### config.mk
export PLATFORM = sky130hd
export DESIGN_NAME = cordic_elastic_pipe_flat
export DESIGN_NICKNAME = d
export VERILOG_FILES = /design/src/rtl/cordic_elastic_pipe_pkg.sv /design/src/rtl/cordic_elastic_pipe_if.sv /design/src/rtl/cordic_skid_stage.sv /design/src/rtl/cordic_elastic_pipe.sv /design/src/flat_wrapper.sv
export SDC_FILE = /design/constraint.sdc
export NUM_CORES = 1
export LEC_CHECK = 0
export ABC_CLOCK_PERIOD_IN_PS = 1820
export CORE_MARGIN = 2
export CORE_UTILIZATION = 42
export DETAILED_ROUTE_END_ITERATION = 10
export PLACE_DENSITY_LB_ADDON = 0.05
export SLEW_MARGIN = 20
export SYNTH_ARGS = -nofsm -noshare
export SYNTH_HDL_FRONTEND = slang
export SYNTH_SLANG_ARGS = --single-unit
export TNS_END_PERCENT = 100
### constraint.sdc
create_clock -name clk -period 1.82 [get_ports clk]
set_input_delay 0.364 -clock clk [delete_from_list [all_inputs] [get_ports clk]]
set_output_delay 0.364 -clock clk [all_outputs]
set_load 0.01 [all_outputs]
### src/rtl/cordic_elastic_pipe_pkg.sv
// Shared types for the CORDIC elastic pipe: skid stage state and payload width helper.
// Pure declarations; no timing, no flow control.
package cordic_pipe_pkg;

  typedef enum logic [1:0] {
    EMPTY = 2'd0,
    HALF  = 2'd1,
    FULL  = 2'd2
  } skid_state_t;

  // Payload is {x, y, z, mode, sign}.
  function automatic int pipe_payload_w(input int width);
    return 3 * width + 2;
  endfunction

endpackage

### src/rtl/cordic_elastic_pipe_if.sv
// Beat bus of the CORDIC elastic pipe: upstream operands in, head beat out, flush and occupancy.
// slave faces the pipe, master faces the block driving and consuming it.
interface cordic_elastic_pipe_if #(
  parameter int WIDTH = 16,
  parameter int DEPTH = 1
);
  localparam int CW = $clog2(2 * DEPTH + 1);

  logic signed [WIDTH-1:0] i_x;
  logic signed [WIDTH-1:0] i_y;
  logic signed [WIDTH-1:0] i_z;
  logic                    i_mode;
  logic                    i_sign;
  logic                    valid_in;
  logic                    ready_out;
  logic signed [WIDTH-1:0] o_x;
  logic signed [WIDTH-1:0] o_y;
  logic signed [WIDTH-1:0] o_z;
  logic                    o_mode;
  logic                    o_sign;
  logic                    valid_out;
  logic                    ready_in;
  logic                    flush;
  logic [CW-1:0]           o_count;

  modport slave (
    input  i_x, i_y, i_z, i_mode, i_sign, valid_in, ready_in, flush,
    output ready_out, o_x, o_y, o_z, o_mode, o_sign, valid_out, o_count
  );

  modport master (
    output i_x, i_y, i_z, i_mode, i_sign, valid_in, ready_in, flush,
    input  ready_out, o_x, o_y, o_z, o_mode, o_sign, valid_out, o_count
  );

endinterface

### src/rtl/cordic_skid_stage.sv
// One skid stage on a flat payload: 1-cycle latency, 2-beat capacity.
// ready_out/valid_out are flops, so ready_in never reaches ready_out combinationally.
module cordic_skid_stage
  import cordic_pipe_pkg::*;
#(
  parameter int PW = 50
) (
  input  logic          clk,
  input  logic          rst_n,
  input  logic          flush,
  input  logic          valid_in,
  output logic          ready_out,
  input  logic [PW-1:0] data_in,
  output logic          valid_out,
  input  logic          ready_in,
  output logic [PW-1:0] data_out,
  output logic [1:0]    o_fill
);

  skid_state_t   r_state;
  logic [PW-1:0] r_main;
  logic [PW-1:0] r_skid;
  logic          r_vld;
  logic          r_rdy;
  logic [1:0]    r_fill;
  logic          w_acc;
  logic          w_tk;

  assign w_acc = valid_in & r_rdy;
  assign w_tk  = r_vld & ready_in;

  // Flush clears occupancy only; data registers keep their contents.
  always_ff @(posedge clk or negedge rst_n) begin
    if (!rst_n) begin
      r_state <= EMPTY;
      r_main  <= '0;
      r_skid  <= '0;
      r_vld   <= 1'b0;
      r_rdy   <= 1'b1;
      r_fill  <= 2'd0;
    end else if (flush) begin
      r_state <= EMPTY;
      r_vld   <= 1'b0;
      r_rdy   <= 1'b1;
      r_fill  <= 2'd0;
    end else begin
      case (r_state)
        EMPTY: begin
          if (w_acc) begin
            r_main  <= data_in;
            r_state <= HALF;
            r_vld   <= 1'b1;
            r_fill  <= 2'd1;
          end
        end
        HALF: begin
          if (w_acc && !w_tk) begin
            r_skid  <= data_in;
            r_state <= FULL;
            r_rdy   <= 1'b0;
            r_fill  <= 2'd2;
          end else if (!w_acc && w_tk) begin
            r_state <= EMPTY;
            r_vld   <= 1'b0;
            r_fill  <= 2'd0;
          end else if (w_acc && w_tk) begin
            r_main <= data_in;
          end
        end
        FULL: begin
          if (w_tk) begin
            r_main  <= r_skid;
            r_state <= HALF;
            r_rdy   <= 1'b1;
            r_fill  <= 2'd1;
          end
        end
        default: begin
          r_state <= EMPTY;
          r_vld   <= 1'b0;
          r_rdy   <= 1'b1;
          r_fill  <= 2'd0;
        end
      endcase
    end
  end

  assign ready_out = r_rdy;
  assign valid_out = r_vld;
  assign data_out  = r_main;
  assign o_fill    = r_fill;

endmodule

### src/rtl/cordic_elastic_pipe.sv
// DEPTH chained skid stages carrying the CORDIC beat: DEPTH-cycle latency at full rate, 2*DEPTH capacity.
// Stalls absorb into skid registers; ready_out falls only when stage 0 is FULL.
module cordic_elastic_pipe
  import cordic_pipe_pkg::*;
#(
  parameter int WIDTH = 16,
  parameter int DEPTH = 1
) (
  input  logic                  clk,
  input  logic                  rst_n,
  cordic_elastic_pipe_if.slave  bus
);

  localparam int PW = pipe_payload_w(WIDTH);
  localparam int CW = $clog2(2 * DEPTH + 1);

  logic [PW-1:0] w_dat  [DEPTH+1];
  logic          w_vld  [DEPTH+1];
  logic          w_rdy  [DEPTH+1];
  logic [1:0]    w_fill [DEPTH];
  logic [CW-1:0] w_count;

  assign w_dat[0]     = {bus.i_x, bus.i_y, bus.i_z, bus.i_mode, bus.i_sign};
  assign w_vld[0]     = bus.valid_in;
  assign bus.ready_out = w_rdy[0];
  assign w_rdy[DEPTH] = bus.ready_in;

  for (genvar k = 0; k < DEPTH; k++) begin : g_stage
    cordic_skid_stage #(.PW(PW)) u_stage (
      .clk       (clk),
      .rst_n     (rst_n),
      .flush     (bus.flush),
      .valid_in  (w_vld[k]),
      .ready_out (w_rdy[k]),
      .data_in   (w_dat[k]),
      .valid_out (w_vld[k+1]),
      .ready_in  (w_rdy[k+1]),
      .data_out  (w_dat[k+1]),
      .o_fill    (w_fill[k])
    );
  end

  // Sum of per-stage fill flops; no input reaches the count combinationally.
  always_comb begin
    w_count = '0;
    for (int k = 0; k < DEPTH; k++) begin
      w_count = w_count + CW'(w_fill[k]);
    end
  end

  assign bus.valid_out = w_vld[DEPTH];
  assign bus.o_x       = w_dat[DEPTH][PW-1 -: WIDTH];
  assign bus.o_y       = w_dat[DEPTH][2*WIDTH+1 -: WIDTH];
  assign bus.o_z       = w_dat[DEPTH][WIDTH+1 -: WIDTH];
  assign bus.o_mode    = w_dat[DEPTH][1];
  assign bus.o_sign    = w_dat[DEPTH][0];
  assign bus.o_count   = w_count;

endmodule

### src/flat_wrapper.sv
// flat-port wrapper written by rule: the top's interface ports become plain ports
module cordic_elastic_pipe_flat import cordic_pipe_pkg::*;
#(
  parameter int WIDTH = 16,
  parameter int DEPTH = 1
)
  (clk, rst_n, bus_i_x, bus_i_y, bus_i_z, bus_i_mode, bus_i_sign, bus_valid_in, bus_ready_in, bus_flush, bus_ready_out, bus_o_x, bus_o_y, bus_o_z, bus_o_mode, bus_o_sign, bus_valid_out, bus_o_count);
  cordic_elastic_pipe_if #(.WIDTH(WIDTH), .DEPTH(DEPTH)) bus_i ();
  input  logic clk;
  input  logic rst_n;
  input wire logic [$bits(bus_i.i_x)-1:0] bus_i_x;
  input wire logic [$bits(bus_i.i_y)-1:0] bus_i_y;
  input wire logic [$bits(bus_i.i_z)-1:0] bus_i_z;
  input wire logic [$bits(bus_i.i_mode)-1:0] bus_i_mode;
  input wire logic [$bits(bus_i.i_sign)-1:0] bus_i_sign;
  input wire logic [$bits(bus_i.valid_in)-1:0] bus_valid_in;
  input wire logic [$bits(bus_i.ready_in)-1:0] bus_ready_in;
  input wire logic [$bits(bus_i.flush)-1:0] bus_flush;
  output wire logic [$bits(bus_i.ready_out)-1:0] bus_ready_out;
  output wire logic [$bits(bus_i.o_x)-1:0] bus_o_x;
  output wire logic [$bits(bus_i.o_y)-1:0] bus_o_y;
  output wire logic [$bits(bus_i.o_z)-1:0] bus_o_z;
  output wire logic [$bits(bus_i.o_mode)-1:0] bus_o_mode;
  output wire logic [$bits(bus_i.o_sign)-1:0] bus_o_sign;
  output wire logic [$bits(bus_i.valid_out)-1:0] bus_valid_out;
  output wire logic [$bits(bus_i.o_count)-1:0] bus_o_count;
  assign bus_i.i_x = bus_i_x;
  assign bus_i.i_y = bus_i_y;
  assign bus_i.i_z = bus_i_z;
  assign bus_i.i_mode = bus_i_mode;
  assign bus_i.i_sign = bus_i_sign;
  assign bus_i.valid_in = bus_valid_in;
  assign bus_i.ready_in = bus_ready_in;
  assign bus_i.flush = bus_flush;
  assign bus_ready_out = bus_i.ready_out;
  assign bus_o_x = bus_i.o_x;
  assign bus_o_y = bus_i.o_y;
  assign bus_o_z = bus_i.o_z;
  assign bus_o_mode = bus_i.o_mode;
  assign bus_o_sign = bus_i.o_sign;
  assign bus_valid_out = bus_i.valid_out;
  assign bus_o_count = bus_i.o_count;
  cordic_elastic_pipe #(.WIDTH(WIDTH), .DEPTH(DEPTH)) u_core (.clk(clk), .rst_n(rst_n), .bus(bus_i));
endmodule
After elaboration in Yosys (flattened, before gate mapping):

Index checks and enable logic that the tools add are counted.
Widths: inputs -> output; s select.

* equality and inequality tests: 15
* bitwise logic cells: 3
* muxes and demuxes: 21
* reductions and logical operators: 12

Operators by type and width (count)
* $mux 50: 5
* $pmux 50 s3: 1
* $ne 3x3->1 const B: 5
* $ne 2x2->1 const B: 7
* $mux 2: 5
* $reduce_and 3->1: 3
* $mux 1: 7
* $reduce_and 7->1: 1
* $pmux 1 s3: 2
* $pmux 2 s3: 1
* $ne 4x4->1 const B: 1
* $reduce_and 4->1: 1
* $logic_and 1x1->1: 3
* $reduce_bool 3->1: 1
* $and 1x1->1: 2
* $eq 2x1->1 const B: 1
* $eq 2x2->1 const B: 1
* $logic_not 1->1: 2
* $logic_not 2->1: 1
* $not 1->1: 1

* flip-flop bits (word level): 104
* logic and storage cells: 56

Depth between registers and ports, before layout:

Gate-level depths: netlist of the first run.

* word-level depth: 7
* mapped depth: 7
* gate-level depth less buffers: 4

Worst setup path before layout of the first run:

OpenSTA, ideal clock, no wires.

* kind: register -> register
* start point: register, netlist name u_core.g_stage[0].u_stage.o_fill[1]
* end point: register u_core.g_stage[0].u_stage.r_skid[0]
* required time: 1693 ps
* path buffers: 2
* slack: 375 ps
* data arrival time: 1318 ps
* period minus slack after synthesis: 1445 ps
* cell stages (with the launch flop): 6
* cell sequence: dfrtp_1 > buf_2 > nor2b_4 > nand4_4 > buf_6 > mux2_1

RTL lines
* to (signal assigned): RTL line cordic_skid_stage.sv:58 `r_skid <= data_in;`
* to (decl): RTL line cordic_skid_stage.sv:22 `logic [PW-1:0] r_skid;`

Final worst setup path of the first run:

* start point: register u_core.g_stage[0].u_stage.r_rdy
* end point: output port bus_ready_out

RTL lines
* from (decl): RTL line cordic_skid_stage.sv:24 `logic r_rdy;`
* from (signal assigned): RTL line cordic_skid_stage.sv:39 `r_rdy <= 1'b1;`
* from (signal assigned): RTL line cordic_skid_stage.sv:44 `r_rdy <= 1'b1;`
* from (signal assigned): RTL line cordic_skid_stage.sv:60 `r_rdy <= 1'b0;`
* to (decl): RTL line flat_wrapper.sv:19 `output wire logic [$bits(bus_i.ready_out)-1:0] bus_ready_out;`

No word-level cell between the ends.

==> impl_metrics.toml, run 1 <==
[outcome]
outcome = "finished clean"

[routing]
ant_nets = 0
drt-initial-drc-count = 57
vias = 3068
route.detailed.drc = 0
wl_per_cell_um = 15.4
via_per_inst = 5.06
dr.pass1.iters = 6
wl_mm = 9.33

[place]
place_inst = 588
gp_congestion = 0.777
pre_cts_ws_ns = -0.151
dp_hpwl_mm = 6.01
io_buffers = 108

[global_routing]
grt_max_degree = 61
grt_pass1_vias = 3068
grt_first_pass_wirelength_mm = 14.8
grtUsageTotal_pct = 16.5
grt_overflow_total = 0
antenna_found_initial = 0

[synth]
netlist_instances = 352
synth_seq_cells = 104
synth_top_family_by_area = "multiplexers"
synth-seq-area-share_pct = 58.4
yosys_warnings = 0
synthAdderAreaFrac_pct = 0
yosys.area_share.xor_xnor_pct = 0.196
synthesis.nets = 407
muxShareOfSynthArea_pct = 23.9
syn_area_mm2 = 0.00446
synthSimpleGateAreaFrac_pct = 6.20
synth_compound_area_share_pct = 7.16
avgSynthCellArea_um2 = 12.7
synthDistinctLibCells = 24

[finish]
area_growth_pct = 35.0
antenna_cells = 0
drive_above_1_share_pct = 8.51
stdcell_count = 606
final_cell_mix = "clkdlybuf4s50_1 (107), dfrtp_1 (101), nor2_1 (54)"
nNetsFinal = 521
fin_util_pct = 58.3
final_common_cell = "clkdlybuf4s50_1"

[floorplanning]
dieArea_mm2 = 0.0115
coreArea_mm2 = 0.0103
io_pins = 109
start_util_pct = 43.2
rows = 37
die_h_um = 107
fp.dieW_um = 107

[worst_setup_path]
crit_path_start_kind = "flop"
reg2reg_to = "u_core.g_stage[0].u_stage.data_out[44]"
r2r_slack_ns = 0.15
cp.depth = 1
r2r-start = "u_core.g_stage[0].u_stage.ready_out"
worst_path_max_delay_cell = "dfstp_2"
cp_cell_sequence = "clkdlybuf4s50_1"
cp.required_ns = 1.46
worstPathMaxFanout = 2
end_kind = "output pin"
cpPeakStageDelay_ns = 0.54
cp_num_buf_inv = 1
rr_worst_depth = 6
cp_top_family = "flip-flops"
arrival_ns = 1.41
critPathKind = "flop to output pin"

[timing]
fmax_ghz = 0.563
layout_min_cycle_time_ns = 1.78
finalCritPeriodShare_pct = 97.6
finClkSkew_ns = 0.00731
finalSetupViolCount = 0
drv_slew = 0
totalNegativeSetupSlack_ns = 0
hold_violations = 0
rsz0062_at_grt = "no"
tightestPinTransition_ns = 0.430
layout_setup_ws_ns = 0.0432
relSlewSlack_pct = 71.3

[power]
leakage_nw = 2.80
total_power_mw = 8.59
power_density_mw_per_mm2 = 1430
ir_drop_mv = 0.691

[clocking]
cts_buffers = 9
clk_latency_ns = 0.35
clockRootBuffer = "clkbuf_8"
clk_path_buf_depth = 2
clkSinkCount = 104
cts.clk_slew.worst_paths_ns = 0.10
tritoncts = "done"
htree_levels = 3

[job]
cap_violations = 0

[worst_hold_path]
hold_path_class = "primary input to async pin"
-- per-stage QoR --
stage                     cell area (µm²)  hold slack, ns
after floorplan                      4460          0.0684
after global placement               5750           0.332
after detailed placement             5750           0.330
after CTS                            5970           0.475
after global routing                 6020           0.504
final                                6020           0.477
-- power breakdown --
group          internal, mW  switching, mW  leakage (nW)
logic                  1.81           1.25          1.51
registers              3.41          0.578          1.20
clock network         0.769          0.775        0.0946
-- per-layer routing --
| metal | routed length [µm] | track usage [%] | vias up |
|---|---|---|---|
| li1 | - | - | 1453 |
| met1 | 4150 | 21.6 | 1515 |
| met2 | 4400 | 26.1 | 85 |
| met3 | 581 | 4.01 | 15 |
| met4 | 195 | 7.33 | 0 |
| met5 | 0 | 0 | - |
-- cell families after synthesis --
logic type             count (synthesis)
AND/OR/NAND/NOR                       62
multiplexers                         100
buffers and inverters                 25
XOR/XNOR                               1
AO/OA/AOI/OAI                         60
flip-flops                           104
-- worst max path at each step --
stage                                        start                               endpoint  slack (ns)
6_report       u_core.g_stage[0].u_stage.ready_out                          bus_ready_out        0.04
5_1_grt        u_core.g_stage[0].u_stage.ready_out                          bus_ready_out       0.008
4_1_cts        u_core.g_stage[0].u_stage.valid_out                          bus_valid_out       0.007
3_5_place_dp                          bus_ready_in  u_core.g_stage[0].u_stage.data_out[4]       -0.15
3_3_place_gp                          bus_ready_in  u_core.g_stage[0].u_stage.data_out[6]       -0.12
2_1_floorplan  u_core.g_stage[0].u_stage.o_fill[1]    u_core.g_stage[0].u_stage.r_skid[0]        0.37
-- layout make-up --
| type | count | area (µm²) |
|---|---|---|
| Clock buffer | 10 | 128 |
| Tap cell | 136 | 170 |
| Multi-Input combinational cell | 223 | 1710 |
| Timing Repair Buffer | 125 | 1310 |
| Inverter | 3 | 11.3 |
| Sequential cell | 104 | 2610 |
| Clock inverter | 5 | 82.6 |
| Fill cell | 898 | 4310 |
-- state kept, by name, indices dropped and copies added (netlist names) --
name and flops:
u_core.g_stage.u_stage.valid_out 1, u_core.g_stage.u_stage.o_fill 2, u_core.g_stage.u_stage.ready_out 1, u_core.g_stage.u_stage.data_out 50, u_core.g_stage.u_stage.r_skid 50
-- synth_stat cells --
cell type | instances | area share (%)
a21oi_2 | 1 | 0.20
mux2_1 | 50 | 13
nand3_1 | 1 | 0.11
a21boi_0 | 2 | 0.34
nor2_1 | 54 | 4.5
buf_4 | 1 | 0.17
buf_6 | 10 | 2.5
buf_2 | 11 | 1.2
a21boi_1 | 1 | 0.17
o22ai_1 | 2 | 0.28
a21oi_1 | 52 | 5.8
nor2b_4 | 1 | 0.31
nand4b_1 | 1 | 0.20
a22oi_1 | 1 | 0.17
nand2_1 | 2 | 0.17
nand4bb_1 | 1 | 0.25
dfstp_2 | 1 | 0.59
nand4_4 | 1 | 0.48
o21bai_1 | 1 | 0.17
inv_1 | 3 | 0.25
xnor2_1 | 1 | 0.20
nor2b_1 | 1 | 0.14
dfrtp_1 | 103 | 58
mux2i_1 | 50 | 11
-- repair_timing --
action                                  CTS  global route
endpoints found under the hold margin    26             0
endpoints found under the setup margin    2             4
resized for setup                         1             2
hold buffers                              1             0
cloned                                    0             1
buffers inserted                          1             0
No activity file was read; power rests on OpenSTA's default activity.
==> run 2: changes to the inputs <==
Settings changed: CTS_CLUSTER_DIAMETER set to 40, SLEW_MARGIN 20 to 25.
==> results of run 2 <==
The final DEF is identical to that of run 1; final timing and power are the same.
==> run 3: changes to the inputs <==
Settings changed: MAX_ROUTING_LAYER set to met4.
==> run 3 against run 2 <==
Effect of this change: die area unchanged; count of clock-buffer cells in the layout unchanged; wire length up 2.1%; hold slack worse by 0.0011 ns; critical endpoint unchanged; largest power group unchanged.
==> impl_metrics.toml, run 3 (synthesis gave the netlist of run 1 again) <==
[outcome]
outcome = "finished clean"

[finish]
fin_util_pct = 58.9
drive_above_1_share_pct = 9.09
antenna_cells = 0
area_growth_pct = 36.3
final_cell_mix = "clkdlybuf4s50_1 (107), dfrtp_1 (101), nor2_1 (54)"
nNetsFinal = 524
final_common_cell = "clkdlybuf4s50_1"

[place]
io_buffers = 108
gp_congestion = 0.788
dp_hpwl_mm = 6.01

[timing]
relSlewSlack_pct = 71.7
finClkSkew_ns = 0.00784
finalSetupViolCount = 0
totalNegativeSetupSlack_ns = 0
fmax_ghz = 0.563
hold_violations = 0
rsz0062_at_grt = "no"
drv_slew = 0
finalCritPeriodShare_pct = 97.6
tightestPinTransition_ns = 0.425
layout_min_cycle_time_ns = 1.78

[global_routing]
grtUsageTotal_pct = 17.0
antenna_found_initial = 0
grt_first_pass_wirelength_mm = 14.8
grt_overflow_total = 0
grt_pass1_vias = 3069
grt_max_degree = 61

[clocking]
clkSinkCount = 104
cts_buffers = 9
clk_latency_ns = 0.35
htree_levels = 3
tritoncts = "done"
clockRootBuffer = "clkbuf_8"
clk_path_buf_depth = 2
cts.clk_slew.worst_paths_ns = 0.10

[routing]
drt-initial-drc-count = 60
route.detailed.drc = 0
ant_nets = 0
vias = 3071
wl_per_cell_um = 15.6
wl_mm = 9.53
via_per_inst = 5.04
dr.pass1.iters = 4

[floorplanning]
dieArea_mm2 = 0.0115
die_h_um = 107
coreArea_mm2 = 0.0103
fp.dieW_um = 107
io_pins = 109
rows = 37
start_util_pct = 43.2

[power]
power.sequential.fraction_pct = 46.2
p_clk_share_pct = 17.8
pwr-share-comb_pct = 36.0
power.internal_mw = 6.03
ir_drop_mv = 0.685
total_power_mw = 8.64
p_sw_mw = 2.62
power_density_mw_per_mm2 = 1420
sw_frac_of_total_pct = 30.3
leakage_nw = 2.83

[worst_setup_path]
end_kind = "output pin"
cp_top_family = "flip-flops"
cp_cell_sequence = "clkdlybuf4s50_1"
r2r_slack_ns = 0.10
critPathKind = "flop to output pin"
arrival_ns = 1.41
cp_num_buf_inv = 1
worst_path_max_delay_cell = "dfstp_2"
rr_worst_depth = 7
crit_path_start_kind = "flop"
worstPathMaxFanout = 2
cpPeakStageDelay_ns = 0.54
reg2reg_to = "u_core.g_stage[0].u_stage.data_out[44]"
r2r-start = "u_core.g_stage[0].u_stage.ready_out"
cp.required_ns = 1.46

[job]
cap_violations = 0

[worst_hold_path]
hold_path_class = "primary input to async pin"
-- run 3: layer usage --
metal	GRT usage, %	wire [µm]	vias up
met5	-	0	-
met4	7.33	214	0
met3	3.22	448	18
met2	26.0	4530	82
met1	22.2	4340	1515
li1	-	-	1456
-- run 3: worst max path at each step --
stage | cells after the start | start | end | slack (ns)
floorplan | 5 | u_core.g_stage[0].u_stage.o_fill[1] | u_core.g_stage[0].u_stage.r_skid[0] | 0.37
global placement | 6 | bus_ready_in | u_core.g_stage[0].u_stage.data_out[6] | -0.12
detailed placement | 6 | bus_ready_in | u_core.g_stage[0].u_stage.data_out[4] | -0.15
CTS | 1 | u_core.g_stage[0].u_stage.valid_out | bus_valid_out | 0.007
global route | 1 | u_core.g_stage[0].u_stage.ready_out | bus_ready_out | 0.008
finish | 1 | u_core.g_stage[0].u_stage.ready_out | bus_ready_out | 0.04
-- run 3: area by class of cell --
| class | instances | area (µm²) |
|---|---|---|
| Sequential cell | 104 | 2610 |
| Tap cell | 136 | 170 |
| Clock inverter | 5 | 82.6 |
| Inverter | 3 | 11.3 |
| Fill cell | 891 | 4250 |
| Multi-Input combinational cell | 223 | 1710 |
| Clock buffer | 10 | 128 |
| Timing Repair Buffer | 128 | 1370 |
-- run 3: stage by stage --
stage	instances	setup WS [ns]	hold WS (ns)	instance area, µm²
3_3_place_gp	588	-0.115	0.332	5750
5_1_grt	609	0.00803	0.504	6080
6_report	609	0.0432	0.476	6080
4_1_cts	605	0.00729	0.475	5970
3_5_place_dp	588	-0.151	0.330	5750
2_1_floorplan	352	0.375	0.0684	4460
-- run 3: power groups by stage --
| stage | combinational, mW | clock [mW] | sequential [mW] |
|---|---|---|---|
| 2_1_floorplan | 1.24 | 0 | 4.20 |
| 3_3_place_gp | 2.96 | 0 | 4.02 |
| 3_5_place_dp | 3.04 | 0 | 4.05 |
| 4_1_cts | 3.07 | 1.61 | 4.00 |
| 5_1_grt | 3.42 | 1.68 | 4.14 |
| 6_report | 3.11 | 1.54 | 3.99 |
-- run 3: what timing repair did --
item / 4_1_cts / 5_1_grt
hold buffers: 1 / 0
buffers inserted: 1 / 2
pin swaps: 0 / 1
gates resized for setup: 1 / 3
endpoints found under the hold margin: 26 / 0
gates cloned: 0 / 2
setup endpoints to repair: 2 / 4
